<file path="src/rtl/pipe_ctrl_pkg.sv">
// Shared opcodes, ALUOp encodings and control-bundle bit positions for the
// pipelined MIPS control unit.
package pipe_ctrl_pkg;

    localparam int OPC_W = 6;

    localparam logic [OPC_W-1:0] OP_RTYPE = 6'b000000;
    localparam logic [OPC_W-1:0] OP_LW    = 6'b100011;
    localparam logic [OPC_W-1:0] OP_SW    = 6'b101011;
    localparam logic [OPC_W-1:0] OP_BEQ   = 6'b000100;
    localparam logic [OPC_W-1:0] OP_BNE   = 6'b000101;
    localparam logic [OPC_W-1:0] OP_ADDI  = 6'b001000;
    localparam logic [OPC_W-1:0] OP_ANDI  = 6'b001100;
    localparam logic [OPC_W-1:0] OP_ORI   = 6'b001101;
    localparam logic [OPC_W-1:0] OP_SLTI  = 6'b001010;
    localparam logic [OPC_W-1:0] OP_LUI   = 6'b001111;

    localparam logic [2:0] ALU_ADD   = 3'b000;
    localparam logic [2:0] ALU_SUB   = 3'b001;
    localparam logic [2:0] ALU_RTYPE = 3'b010;
    localparam logic [2:0] ALU_AND   = 3'b011;
    localparam logic [2:0] ALU_OR    = 3'b100;
    localparam logic [2:0] ALU_SLT   = 3'b101;
    localparam logic [2:0] ALU_LUI   = 3'b110;

    localparam int MEM_W = 4;
    localparam int WB_W  = 2;

    // EX bundle is {RegDst, ALUOp, ALUSrc}; RegDst sits above the ALUOp field.
    localparam int EX_ALUSRC    = 0;
    localparam int EX_ALUOP_LSB = 1;

    localparam int M_BRANCH   = 3;
    localparam int M_BRANCHNE = 2;
    localparam int M_MEMREAD  = 1;
    localparam int M_MEMWRITE = 0;

    localparam int WB_REGWRITE = 1;
    localparam int WB_MEMTOREG = 0;

    function automatic int ex_regdst_idx(input int aluop_w);
        return aluop_w + 1;
    endfunction

    function automatic logic uses_rt(input logic [OPC_W-1:0] op);
        return (op == OP_RTYPE) || (op == OP_SW) || (op == OP_BEQ) || (op == OP_BNE);
    endfunction

endpackage

</file>
<file path="src/rtl/pipe_ctrl_unit_ctrl_decode.sv">
// Combinational opcode decoder: produces EX/MEM/WB control bundles and an
// illegal flag for any opcode outside the supported set.
module ctrl_decode
    import pipe_ctrl_pkg::*;
#(
    parameter int OP_W    = 6,
    parameter int ALUOP_W = 3
) (
    input  logic [OP_W-1:0]      op,
    output logic [ALUOP_W+1:0]   ex,
    output logic [MEM_W-1:0]     m,
    output logic [WB_W-1:0]      wb,
    output logic                 illegal
);

    logic               reg_dst;
    logic               alu_src;
    logic [ALUOP_W-1:0] alu_op;

    always_comb begin
        reg_dst = 1'b0;
        alu_src = 1'b0;
        alu_op  = '0;
        m       = '0;
        wb      = '0;
        illegal = 1'b0;
        case (op)
            OP_RTYPE: begin
                reg_dst         = 1'b1;
                alu_op          = ALUOP_W'(ALU_RTYPE);
                wb[WB_REGWRITE] = 1'b1;
            end
            OP_LW: begin
                alu_op          = ALUOP_W'(ALU_ADD);
                alu_src         = 1'b1;
                m[M_MEMREAD]    = 1'b1;
                wb[WB_REGWRITE] = 1'b1;
                wb[WB_MEMTOREG] = 1'b1;
            end
            OP_SW: begin
                alu_op        = ALUOP_W'(ALU_ADD);
                alu_src       = 1'b1;
                m[M_MEMWRITE] = 1'b1;
            end
            OP_BEQ: begin
                alu_op      = ALUOP_W'(ALU_SUB);
                m[M_BRANCH] = 1'b1;
            end
            OP_BNE: begin
                alu_op        = ALUOP_W'(ALU_SUB);
                m[M_BRANCH]   = 1'b1;
                m[M_BRANCHNE] = 1'b1;
            end
            OP_ADDI: begin
                alu_op          = ALUOP_W'(ALU_ADD);
                alu_src         = 1'b1;
                wb[WB_REGWRITE] = 1'b1;
            end
            OP_ANDI: begin
                alu_op          = ALUOP_W'(ALU_AND);
                alu_src         = 1'b1;
                wb[WB_REGWRITE] = 1'b1;
            end
            OP_ORI: begin
                alu_op          = ALUOP_W'(ALU_OR);
                alu_src         = 1'b1;
                wb[WB_REGWRITE] = 1'b1;
            end
            OP_SLTI: begin
                alu_op          = ALUOP_W'(ALU_SLT);
                alu_src         = 1'b1;
                wb[WB_REGWRITE] = 1'b1;
            end
            OP_LUI: begin
                alu_op          = ALUOP_W'(ALU_LUI);
                alu_src         = 1'b1;
                wb[WB_REGWRITE] = 1'b1;
            end
            default: illegal = 1'b1;
        endcase
    end

    assign ex = {reg_dst, alu_op, alu_src};

endmodule

</file>
<file path="src/rtl/pipe_ctrl_unit.sv">
// Pipelined control unit: decodes ID, carries control through ID/EX, EX/MEM,
// MEM/WB, and handles load-use stalls, branch flushes and a stall counter.
module pipe_ctrl_unit
    import pipe_ctrl_pkg::*;
#(
    parameter int REG_W     = 5,
    parameter int OP_W      = 6,
    parameter int ALUOP_W   = 3,
    parameter int CNT_W     = 16,
    parameter int HAZARD_EN = 1
) (
    input  logic               clk,
    input  logic               rst_n,
    input  logic               id_valid,
    input  logic [OP_W-1:0]    id_op,
    input  logic [REG_W-1:0]   id_rs,
    input  logic [REG_W-1:0]   id_rt,
    input  logic [REG_W-1:0]   id_rd,
    input  logic               flush,
    output logic [ALUOP_W+1:0] ex_ctrl,
    output logic [MEM_W-1:0]   mem_ctrl,
    output logic [WB_W-1:0]    wb_ctrl,
    output logic [REG_W-1:0]   wb_dst,
    output logic               pc_write,
    output logic               ifid_write,
    output logic               ifid_flush,
    output logic               illegal_op,
    output logic [CNT_W-1:0]   stall_cnt
);

    localparam int EX_W      = ALUOP_W + 2;
    localparam int EX_REGDST = ex_regdst_idx(ALUOP_W);

    logic [EX_W-1:0]  dec_ex;
    logic [MEM_W-1:0] dec_m;
    logic [WB_W-1:0]  dec_wb;
    logic             dec_ill;
    logic [REG_W-1:0] dec_dst;

    logic [EX_W-1:0]  idex_ex;
    logic [MEM_W-1:0] idex_m,   exmem_m;
    logic [WB_W-1:0]  idex_wb,  exmem_wb,  memwb_wb;
    logic [REG_W-1:0] idex_dst, exmem_dst, memwb_dst;
    logic             idex_ill;

    logic stall;
    logic bubble;

    ctrl_decode #(
        .OP_W    (OP_W),
        .ALUOP_W (ALUOP_W)
    ) u_decode (
        .op      (id_op),
        .ex      (dec_ex),
        .m       (dec_m),
        .wb      (dec_wb),
        .illegal (dec_ill)
    );

    assign dec_dst = dec_ex[EX_REGDST] ? id_rd : id_rt;

    // A load in EX whose result the ID instruction reads must hold IF/ID one cycle.
    generate
        if (HAZARD_EN != 0) begin : g_hazard
            assign stall = id_valid && idex_m[M_MEMREAD] && (idex_dst != '0) &&
                           ((idex_dst == id_rs) ||
                            ((idex_dst == id_rt) && uses_rt(id_op)));
        end else begin : g_no_hazard
            assign stall = 1'b0;
        end
    endgenerate

    // Flush wins over stall: the instructions being held are squashed anyway.
    assign pc_write   = !stall || flush;
    assign ifid_write = !stall || flush;
    assign ifid_flush = flush;
    assign bubble     = flush || stall || !id_valid;

    always_ff @(posedge clk or negedge rst_n) begin
        if (!rst_n) begin
            idex_ex  <= '0;
            idex_m   <= '0;
            idex_wb  <= '0;
            idex_dst <= '0;
            idex_ill <= 1'b0;
        end else if (bubble) begin
            idex_ex  <= '0;
            idex_m   <= '0;
            idex_wb  <= '0;
            idex_dst <= '0;
            idex_ill <= 1'b0;
        end else begin
            idex_ex  <= dec_ex;
            idex_m   <= dec_m;
            idex_wb  <= dec_wb;
            idex_dst <= dec_dst;
            idex_ill <= dec_ill;
        end
    end

    always_ff @(posedge clk or negedge rst_n) begin
        if (!rst_n) begin
            exmem_m   <= '0;
            exmem_wb  <= '0;
            exmem_dst <= '0;
        end else if (flush) begin
            exmem_m   <= '0;
            exmem_wb  <= '0;
            exmem_dst <= '0;
        end else begin
            exmem_m   <= idex_m;
            exmem_wb  <= idex_wb;
            exmem_dst <= idex_dst;
        end
    end

    // MEM/WB is never flushed so the resolving branch itself retires.
    always_ff @(posedge clk or negedge rst_n) begin
        if (!rst_n) begin
            memwb_wb  <= '0;
            memwb_dst <= '0;
        end else begin
            memwb_wb  <= exmem_wb;
            memwb_dst <= exmem_dst;
        end
    end

    always_ff @(posedge clk or negedge rst_n) begin
        if (!rst_n) begin
            stall_cnt <= '0;
        end else if (stall && !flush && (stall_cnt != '1)) begin
            stall_cnt <= stall_cnt + CNT_W'(1);
        end
    end

    assign ex_ctrl    = idex_ex;
    assign mem_ctrl   = exmem_m;
    assign wb_ctrl    = memwb_wb;
    assign wb_dst     = memwb_dst;
    assign illegal_op = idex_ill;

endmodule

</file>
<file path="config.mk">
export PLATFORM = sky130hd
export DESIGN_NAME = pipe_ctrl_unit
export DESIGN_NICKNAME = d
export VERILOG_FILES = /design/src/rtl/pipe_ctrl_pkg.sv /design/src/rtl/pipe_ctrl_unit_ctrl_decode.sv /design/src/rtl/pipe_ctrl_unit.sv
export SDC_FILE = /design/constraint.sdc
export NUM_CORES = 1
export LEC_CHECK = 0
export ABC_AREA = 1
export CORE_ASPECT_RATIO = 0.8
export CORE_MARGIN = 2
export CORE_UTILIZATION = 52
export CTS_CLUSTER_DIAMETER = 120
export DETAILED_ROUTE_END_ITERATION = 7
export HOLD_SLACK_MARGIN = 0.12
export PLACE_DENSITY = 0.82
export SYNTH_ARGS = -nofsm -noshare
export SYNTH_HDL_FRONTEND = slang
export SYNTH_HIERARCHICAL = 1
export SYNTH_SLANG_ARGS = --single-unit
</file>
<file path="constraint.sdc">
create_clock -name clk -period 3.4 [get_ports clk]
set_input_delay 0.68 -clock clk [delete_from_list [all_inputs] [get_ports clk]]
set_output_delay 0.68 -clock clk [all_outputs]
set_load 0.01 [all_outputs]
</file>
==> results.py, run 1 <==
metrics = {
    "timing": {
        "tightest_slew_ns": 1.09,
        "max_slew_margin_pct": 27.6,
        "post-route-period-util_pct": 94.5,
        "finalHoldViolations": 0,
        "fin_crit_ns": 3.21,
        "rsz0062_at_grt": "false",
        "drv_slew": 0,
        "setup_viol": 0,
        "fin_worst_skew_ns": 0.00443,
        "setup_tns_ns": 0,
        "fmaxAchievable_mhz": 311,
    },
    "routing": {
        "drc": 0,
        "routed_wl_microns": 5720,
        "vias_per_cell": 4.92,
        "top_layer_used": "met4",
        "drt_iter0_drc": 150,
        "wl_per_cell_microns": 12.0,
        "wl_met1_microns": 2760,
        "firstDrtPassIters": 4,
        "ant_nets": 0,
        "wl_met3_microns": 289,
        "wl_met2_microns": 2580,
        "vias": 2352,
    },
    "yosys": {
        "syn_inst": 356,
        "synth_flop_cell": "dfrtp_1",
        "async_flop_share_pct": 100,
        "syn_area_per_cell_sq_um": 7.65,
        "synth-seq-cells": 51,
        "ys_types": 30,
        "seq_area_frac_synth_pct": 46.9,
        "syn_area_sq_mm": 0.00272,
        "syn-num-nets": 382,
        "ys_warn_count": 6,
        "synth_enable_flop_cells": 0,
    },
    "grt": {
        "overflow": 0,
        "grt_pass1_vias": 2171,
        "grt_usage_pct": 21.2,
        "grt_antenna_before_repair": 0,
        "grt_max_degree": 52,
        "grt_first_pass_wirelength_microns": 9730,
    },
    "job": {
        "cap_violations": 0,
    },
    "place": {
        "dp_hpwl_microns": 4320,
        "gp_congestion": 0.885,
        "port_buffers": 60,
    },
    "finish": {
        "fillers": 413,
        "final_nets": 441,
        "drive_above_1_share_pct": 8.65,
        "syn_to_final_growth_pct": 27.0,
        "final_cell_mix": "94 x nand2_1, 57 x clkdlybuf4s50_1, 56 x inv_1",
        "layout_commonest_cell": "nand2_1",
        "n_antenna_cell": 0,
    },
    "floorplan": {
        "fp-row-count": 23,
        "start_util_pct": 54.1,
        "dieWidth_microns": 84.9,
        "core_sq_mm": 0.00504,
        "fp.dieArea_sq_mm": 0.00584,
        "die_y_microns": 68.7,
        "pin_count": 61,
    },
    "clock_network": {
        "clk_latency_ns": 0.30,
        "clock_sinks": 51,
        "cts_buffers": 5,
        "clkTransAtPathRegs_ns": 0.09,
        "cts_tree": "yes",
        "cts_setup_buffers": 0,
        "cts_root_buffer": "clkbuf_8",
        "max-clock-path-buffers": 2,
        "cts_max_level": 2,
    },
    "worst_setup_path": {
        "start_kind": "input port",
        "reg2reg_depth": 9,
        "crit_path_end_kind": "output port",
        "cp_data_arrival_time_ns": 2.53,
        "criticalPathCategory": "input port to output port",
        "worst-endpoint-required_ns": 2.72,
        "cp_max_fo": 5,
    },
    "worst_hold_path": {
        "hold_depth": 0,
        "hold_path_class": "flip-flop to flip-flop",
    },
    "run_status": {
        "status": "finished, final reports clean",
    },
    "power": {
        "p_total_mw": 1.15,
        "leakage_nw": 1.82,
        "ir_drop_mv": 0.253,
        "power.density_mw_per_mm2": 332,
    },
}
[final timing paths]
check / startpoint / endpoint / slack (ns)
worst max-delay path: id_op[3] / ifid_write / 0.19
worst min-delay path: exmem_dst[2]$_DFF_PN0_ / wb_dst[2]$_DFF_PN0_ / 0.36
worst max register to register: stall_cnt[0]$_DFFE_PN0P_ / stall_cnt[1]$_DFFE_PN0P_ / 1.52
worst min register to register: exmem_dst[2]$_DFF_PN0_ / wb_dst[2]$_DFF_PN0_ / 0.36
max in group asynchronous: rst_n / stall_cnt[5]$_DFFE_PN0P_ / 2.17
min in group asynchronous: rst_n / ex_ctrl[4]$_DFF_PN0_ / 0.57
[metal layers]
metal  vias to the layer above  track usage [%]
met2                        62             35.4
li1                       1204                -
met1                      1076             28.4
met4                         0             8.13
met5                         -                0
met3                        10             3.33
[per-stage QoR]
stage          cell area (sq um)  setup slack, ns  std cells  hold slack (ns)  utilization, %
3_5_place_dp                3340           0.0702        470            0.336            66.3
5_1_grt                     3460          0.00892        478            0.366            68.7
4_1_cts                     3450           0.0576        478            0.357            68.5
3_3_place_gp                3340            0.148        470            0.331            66.3
6_report                    3460            0.186        478            0.356            68.7
2_1_floorplan               2720             1.08        356            0.331               -
[state kept, by name, summed over array words and instances (netlist names)]
register,cells
stall_cnt,16
wb_ctrl,2
idex_m,4
mem_ctrl,4
exmem_wb,2
exmem_dst,5
wb_dst,5
idex_wb,2
idex_dst,5
ex_ctrl,5
illegal_op,1
[area by class of cell]
type,count,area (sq um),area share [%]
tap,62,77.6,2.24
timing repair buffer,63,623,18.0
clock buffer,5,68.8,1.99
inverter,60,225,6.51
clock inverter,3,46.3,1.34
sequential,51,1280,36.9
multi-input combinational,234,1140,33.0
[logic make-up after synthesis]
family                   count (synthesis)  synth area share, %
XOR/XNOR                                11                 3.54
buffers and inverters                   71                 11.3
AO/OA/AOI/OAI                           10                 2.07
flip-flops                              51                 46.9
AND/OR/NAND/NOR                        212                 35.8
adder cells (fa/ha/maj)                  1                0.459
[critical path: stages]
cell,delay [ns]
clkdlybuf4s50_1,0.55
nand2_1,0.07
inv_1,0.05
nand2_1,0.05
nand2_1,0.05
nand3_1,0.12
o21ai_2,0.16
nand2_1,0.12
nor2_2,0.13
inv_1,0.07
clkdlybuf4s50_1,0.48
[synth_stat cells, types with 2 or more instances]
cell type / number / share of area (%)
nor2_1: 56 / 7.7
nor3_1: 3 / 0.55
xor2_1: 5 / 1.6
nand2_1: 94 / 13
nand2_4: 2 / 0.83
nor2_2: 4 / 0.92
clkbuf_1: 2 / 0.28
a21oi_1: 2 / 0.37
nand4_1: 19 / 4.4
dfrtp_1: 51 / 47
xnor2_1: 6 / 1.9
buf_2: 2 / 0.37
nand3_1: 19 / 3.5
nand2_2: 8 / 1.8
inv_1: 56 / 7.7
o21ai_0: 5 / 0.92
inv_2: 3 / 0.41
nor2_4: 2 / 0.83
buf_4: 6 / 1.7
[power breakdown]
part           switching (mW)  internal (mW)
Sequential            0.00427          0.614
Clock                   0.199          0.222
Combinational          0.0615         0.0490
[what timing repair did]
action                                  in CTS  in global routing
hold buffers                                 0                  0
gates resized for setup                      0                  3
endpoints found under the setup margin       0                  2
No activity file was read; power rests on OpenSTA's default activity.
==> run 2, diff against run 1 <==
Settings changed: REMOVE_ABC_BUFFERS set to 1.
==> run 2 against run 1 <==
Non-clock buffer count unchanged; combinational power about the same; maximum frequency increased by 0.16%; die area unchanged; critical path depth unchanged; final area about the same; via count decreased by 0.13%; cell count unchanged; register-to-register slack got worse by 0.02 ns; power increased by 0.61%; worst hold slack got worse by 0.0016 ns; first-iteration DRC count increased by 6.7%; critical endpoint is now pc_write; largest power group unchanged.
==> results.py, run 2 (same netlist as run 1, synthesis figures left out) <==
metrics = {
    "floorplan": {
        "fp.dieArea_sq_mm": 0.00584,
        "pin_count": 61,
        "start_util_pct": 54.1,
        "dieWidth_microns": 84.9,
        "fp-row-count": 23,
        "die_y_microns": 68.7,
        "core_sq_mm": 0.00504,
    },
    "routing": {
        "wl_per_cell_microns": 12.0,
        "drt_iter0_drc": 160,
        "ant_nets": 0,
        "vias": 2349,
        "vias_per_cell": 4.91,
        "firstDrtPassIters": 4,
        "drc": 0,
        "routed_wl_microns": 5730,
    },
    "clock_network": {
        "cts_hold_buf": 0,
        "cts_root_buffer": "clkbuf_8",
        "clk_latency_ns": 0.30,
        "max-clock-path-buffers": 2,
        "cts_buffers": 5,
        "cts-resized-gates": 0,
        "cts_setup_buffers": 0,
        "cts_max_level": 2,
        "clkTransAtPathRegs_ns": 0.09,
        "clock_sinks": 51,
        "cts_tree": "yes",
    },
    "worst_setup_path": {
        "crit_path_end_kind": "output port",
        "slowest_stage": "clkdlybuf4s50_1",
        "worst-endpoint-required_ns": 2.72,
        "cp_data_arrival_time_ns": 2.53,
        "reg2reg_depth": 9,
        "start_kind": "input port",
        "criticalPathCategory": "input port to output port",
        "startpoint": "id_op[3]",
        "cp_max_fo": 5,
        "reg2reg_slack_ns": 1.50,
        "cp_common_cell": "nand2_1",
        "r2r-start": "stall_cnt[0]$_DFFE_PN0P_",
        "path_cells": "clkdlybuf4s50_1 > nand2_1 > inv_1 > nand2_1 > nand2_1 > nand3_1 > o21ai_2 > nand2_1 > nor2_2 > inv_1 > clkdlybuf4s50_1",
        "timing.rr.end": "stall_cnt[14]$_DFFE_PN0P_",
        "critical_path.max_stage_delay_ns": 0.56,
    },
    "timing": {
        "fin_worst_skew_ns": 0.00593,
        "rsz0062_at_grt": "false",
        "setup_viol": 0,
        "post-route-period-util_pct": 94.4,
        "finalHoldViolations": 0,
        "fin_crit_ns": 3.21,
        "setup_tns_ns": 0,
        "fmaxAchievable_mhz": 312,
        "max_slew_margin_pct": 26.5,
        "tightest_slew_ns": 1.10,
        "drv_slew": 0,
    },
    "place": {
        "port_buffers": 60,
        "gp_congestion": 0.897,
        "dp_hpwl_microns": 4290,
        "dpl_cell_area_sq_mm": 0.00334,
    },
    "power": {
        "power.density_mw_per_mm2": 334,
        "leakage_nw": 1.81,
        "p_switching_mw": 0.271,
        "ir_drop_mv": 0.257,
        "internal_power_mw": 0.886,
        "combinationalPowerShare_pct": 9.7,
        "clkPwrFrac_pct": 36.9,
        "pwr-share-seq_pct": 53.4,
        "switching_share_pct": 23.4,
        "p_total_mw": 1.16,
    },
    "grt": {
        "use_met2_pct": 35.1,
        "overflow": 0,
        "met3_usage_pct": 3.81,
        "grt_first_pass_wirelength_microns": 10200,
        "grt_max_degree": 52,
        "grt_pass1_vias": 2237,
        "grtUsageMet1_pct": 30.7,
        "top_usage_layer": "met2",
        "grt_usage_pct": 21.9,
        "grt_antenna_before_repair": 0,
    },
    "worst_hold_path": {
        "hold_path_class": "flip-flop to flip-flop",
        "hold_end": "wb_dst[3]$_DFF_PN0_",
        "hold_depth": 0,
        "hold_path_startpoint": "exmem_dst[3]$_DFF_PN0_",
    },
    "finish": {
        "layout_commonest_cell": "nand2_1",
        "fillers": 411,
        "regArea_sq_mm": 0.00128,
        "n_antenna_cell": 0,
        "multi_input_area_sq_mm": 0.00114,
        "final_cell_mix": "94 x nand2_1, 58 x clkdlybuf4s50_1, 56 x inv_1",
        "regMostFlops": "stall_cnt",
        "drive_above_1_share_pct": 8.65,
        "largest_reg_flops": 16,
        "post-route-cell-area_sq_mm": 0.00346,
        "final_nets": 441,
        "syn_to_final_growth_pct": 27.0,
        "final_core_util_pct": 68.7,
    },
    "run_status": {
        "status": "finished, final reports clean",
    },
    "job": {
        "cap_violations": 0,
    },
}
==> run 2: changes by cell type in the layout (fill, tap and decap cells not counted) <==
cell	before	now
clkdlybuf4s50_1	57	58
clkinv_4	0	1
clkinvlp_4	1	0
dlymetal6s2s_1	2	1
==> run 2: through the flow <==
stage	hold WS (ns)	setup slack, ns	cells
final	0.355	0.191	478
after global routing	0.365	0.0389	478
after CTS	0.357	0.131	478
after detailed placement	0.335	0.144	470
after global placement	0.332	0.167	470
after floorplan	0.331	1.20	345
==> run 2: worst max-delay path by stage <==
stage / end / depth (start not counted)
finish: pc_write / 11
global route: ifid_write / 11
CTS: pc_write / 11
detailed placement: pc_write / 11
global placement: ifid_write / 11
floorplan: ifid_write / 7
==> run 2: layout make-up <==
type / count / area share [%]
Tap cell: 62 / 2.24
Inverter: 60 / 6.51
Sequential cell: 51 / 36.9
Clock buffer: 5 / 1.99
Multi-Input combinational cell: 234 / 33.0
Timing Repair Buffer: 63 / 17.9
Clock inverter: 3 / 1.37
==> run 2: power groups by stage <==
stage                     Combinational [mW]  Clock (mW)  Sequential (mW)
after floorplan                       0.0438           0            0.631
after global placement                 0.110           0            0.629
after detailed placement               0.113           0            0.629
after CTS                              0.113       0.435            0.618
after global routing                   0.126       0.463            0.619
final                                  0.112       0.427            0.617
==> run 2: routing by layer <==
metal	vias up	share of wire (%)
met1	1075	49
met5	-	0
met2	63	45
li1	1205	-
met4	0	1.3
met3	6	5.0
==> run 2: critical path, delay by kind of cell <==
family                 cells  cell delay (ns)
buffers and inverters      4             1.16
AND/OR/NAND/NOR            6             0.52
AO/OA/AOI/OAI              1             0.16
==> run 3, diff against run 2 <==
Settings changed: CORE_UTILIZATION 52 to 45, GPL_ROUTABILITY_DRIVEN set to 0, PLACE_DENSITY 0.82 to 0.73.
==> run 3 against run 2 <==
Die area up 15%; global-route usage down 3.7 points; via count down 0.94%; critical endpoint unchanged; first-iteration DRC count down 13%; power down 5.5%; maximum frequency down 0.25%; sequential cell count unchanged; sequential power about the same; routed wire length down 2.7%; worst hold slack better by 0.00077 ns; combinational power about the same; largest cell class unchanged; core utilization down 9.6 points.
==> results.py, run 3 (same netlist as run 1, synthesis figures left out) <==
metrics = {
    "worst_setup_path": {
        "path_cells": "clkdlybuf4s50_1 > inv_1 > nor2_1 > nand2_1 > nand2_1 > nand3_1 > o21ai_2 > nand2_1 > nor2_2 > inv_1 > clkdlybuf4s50_1",
        "crit_buf_inv": 4,
        "reg2reg_slack_ns": 1.52,
        "worst-endpoint-required_ns": 2.72,
        "r2r-start": "stall_cnt[0]$_DFFE_PN0P_",
        "start_kind": "input port",
        "crit_path_end_kind": "output port",
        "cp_max_fo": 6,
        "slowest_stage": "clkdlybuf4s50_1",
        "reg2reg_depth": 9,
        "crit_family": "buffers and inverters",
        "critical_path.max_stage_delay_ns": 0.55,
        "cp_common_cell": "nand2_1",
        "timing.rr.end": "stall_cnt[8]$_DFFE_PN0P_",
        "criticalPathCategory": "input port to output port",
        "cp_data_arrival_time_ns": 2.54,
    },
    "power": {
        "leakage_nw": 1.80,
        "ir_drop_mv": 0.144,
        "p_total_mw": 1.09,
        "power.density_mw_per_mm2": 315,
    },
    "routing": {
        "firstDrtPassIters": 5,
        "wl_per_cell_microns": 11.2,
        "ant_nets": 0,
        "routed_wl_microns": 5570,
        "drc": 0,
        "vias_per_cell": 4.66,
        "drt_iter0_drc": 139,
        "vias": 2327,
    },
    "timing": {
        "finalHoldViolations": 0,
        "fin_worst_skew_ns": 0.00477,
        "setup_tns_ns": 0,
        "fin_crit_ns": 3.22,
        "fmaxAchievable_mhz": 311,
        "post-route-period-util_pct": 94.6,
        "drv_slew": 0,
        "max_slew_margin_pct": 50.4,
        "tightest_slew_ns": 0.744,
        "hold_ws_ns": 0.355,
        "setup_viol": 0,
        "rsz0062_at_grt": "false",
    },
    "worst_hold_path": {
        "hold_end": "wb_dst[0]$_DFF_PN0_",
        "hold_path_class": "flip-flop to flip-flop",
        "hold_path_startpoint": "exmem_dst[0]$_DFF_PN0_",
        "hold_depth": 0,
    },
    "clock_network": {
        "clock_sinks": 51,
        "cts_setup_buffers": 0,
        "cts_hold_buf": 0,
        "clkTransAtPathRegs_ns": 0.09,
        "cts-resized-gates": 0,
        "cts_buffers": 5,
        "cts_root_buffer": "clkbuf_8",
        "max-clock-path-buffers": 2,
        "cts_max_level": 2,
        "cts_tree": "yes",
        "clk_latency_ns": 0.30,
    },
    "run_status": {
        "status": "finished, final reports clean",
    },
    "grt": {
        "grt_pass1_vias": 2150,
        "grt_max_degree": 34,
        "overflow": 0,
        "grt_usage_pct": 18.2,
        "grt_first_pass_wirelength_microns": 9720,
        "grt_antenna_before_repair": 0,
    },
    "floorplan": {
        "fp-row-count": 25,
        "start_util_pct": 46.3,
        "fp.dieArea_sq_mm": 0.00670,
        "dieWidth_microns": 91.0,
        "pin_count": 61,
        "die_y_microns": 73.6,
        "core_sq_mm": 0.00588,
    },
    "finish": {
        "regMostFlops": "stall_cnt",
        "final_cell_mix": "94 x nand2_1, 59 x clkdlybuf4s50_1, 56 x inv_1",
        "drive_above_1_share_pct": 9.09,
        "syn_to_final_growth_pct": 27.6,
        "n_antenna_cell": 0,
        "largest_reg_flops": 16,
        "layout_commonest_cell": "nand2_1",
        "final_nets": 443,
        "post-route-cell-area_sq_mm": 0.00348,
        "final_core_util_pct": 59.1,
    },
    "job": {
        "cap_violations": 0,
    },
    "place": {
        "dpl_cell_area_sq_mm": 0.00338,
        "dp_hpwl_microns": 4220,
        "port_buffers": 60,
    },
}
## run 3: changes by cell type in the layout (fill, tap and decap cells not counted), sizes merged
cell,delta
bufinv,-1
dlymetal6s2s,-1
clkdlybuf4s50,+1
buf,+2
clkinv,+1
## run 3: final cells by class
class,count,area (sq um)
Clock buffer,5,68.8
Clock inverter,3,28.8
Fill cell,564,2400
Inverter,60,225
Multi-Input combinational cell,234,1140
Sequential cell,51,1280
Tap cell,81,101
Timing Repair Buffer,65,633
## run 3: worst max path at each step
stage | startpoint | to | slack, ns | depth (start not counted)
final | id_op[0] | pc_write | 0.18 | 11
after global routing | id_op[0] | ifid_write | 0.04 | 11
after CTS | id_op[0] | pc_write | 0.15 | 11
after detailed placement | id_op[0] | pc_write | 0.15 | 11
after global placement | id_op[0] | pc_write | 0.20 | 11
after floorplan | id_op[4] | ifid_write | 1.20 | 7
## run 3: worst register-to-register path, stage by stage, from the launching register on
cell and delay (ns):
dfrtp_1 0.42, ha_1 0.17, inv_1 0.10, nor3_4 0.37
nand2_4 0.11, nor2_4 0.11, nand2_4 0.14, nand4_4 0.26
nand2_1 0.08, nand2_1 0.08
## run 3: layer usage
metal	routed length, microns	GRT usage [%]	share of wire, %
met2	2590	29.8	46
met1	2610	24.9	47
met5	0	0	0
met4	72	5.39	1.3
met3	302	3.59	5.4
## run 3: through the flow
step | setup WS, ns | cells
2_1_floorplan | 1.20 | 345
3_3_place_gp | 0.197 | 491
5_1_grt | 0.0411 | 499
4_1_cts | 0.146 | 499
6_report | 0.183 | 499
3_5_place_dp | 0.152 | 491
## run 3: where the power goes
group / total, mW / internal (mW) / switching [mW]
sequential: 0.617 / 0.614 / 0.00368
combinational: 0.113 / 0.0508 / 0.0625
clock: 0.363 / 0.153 / 0.210
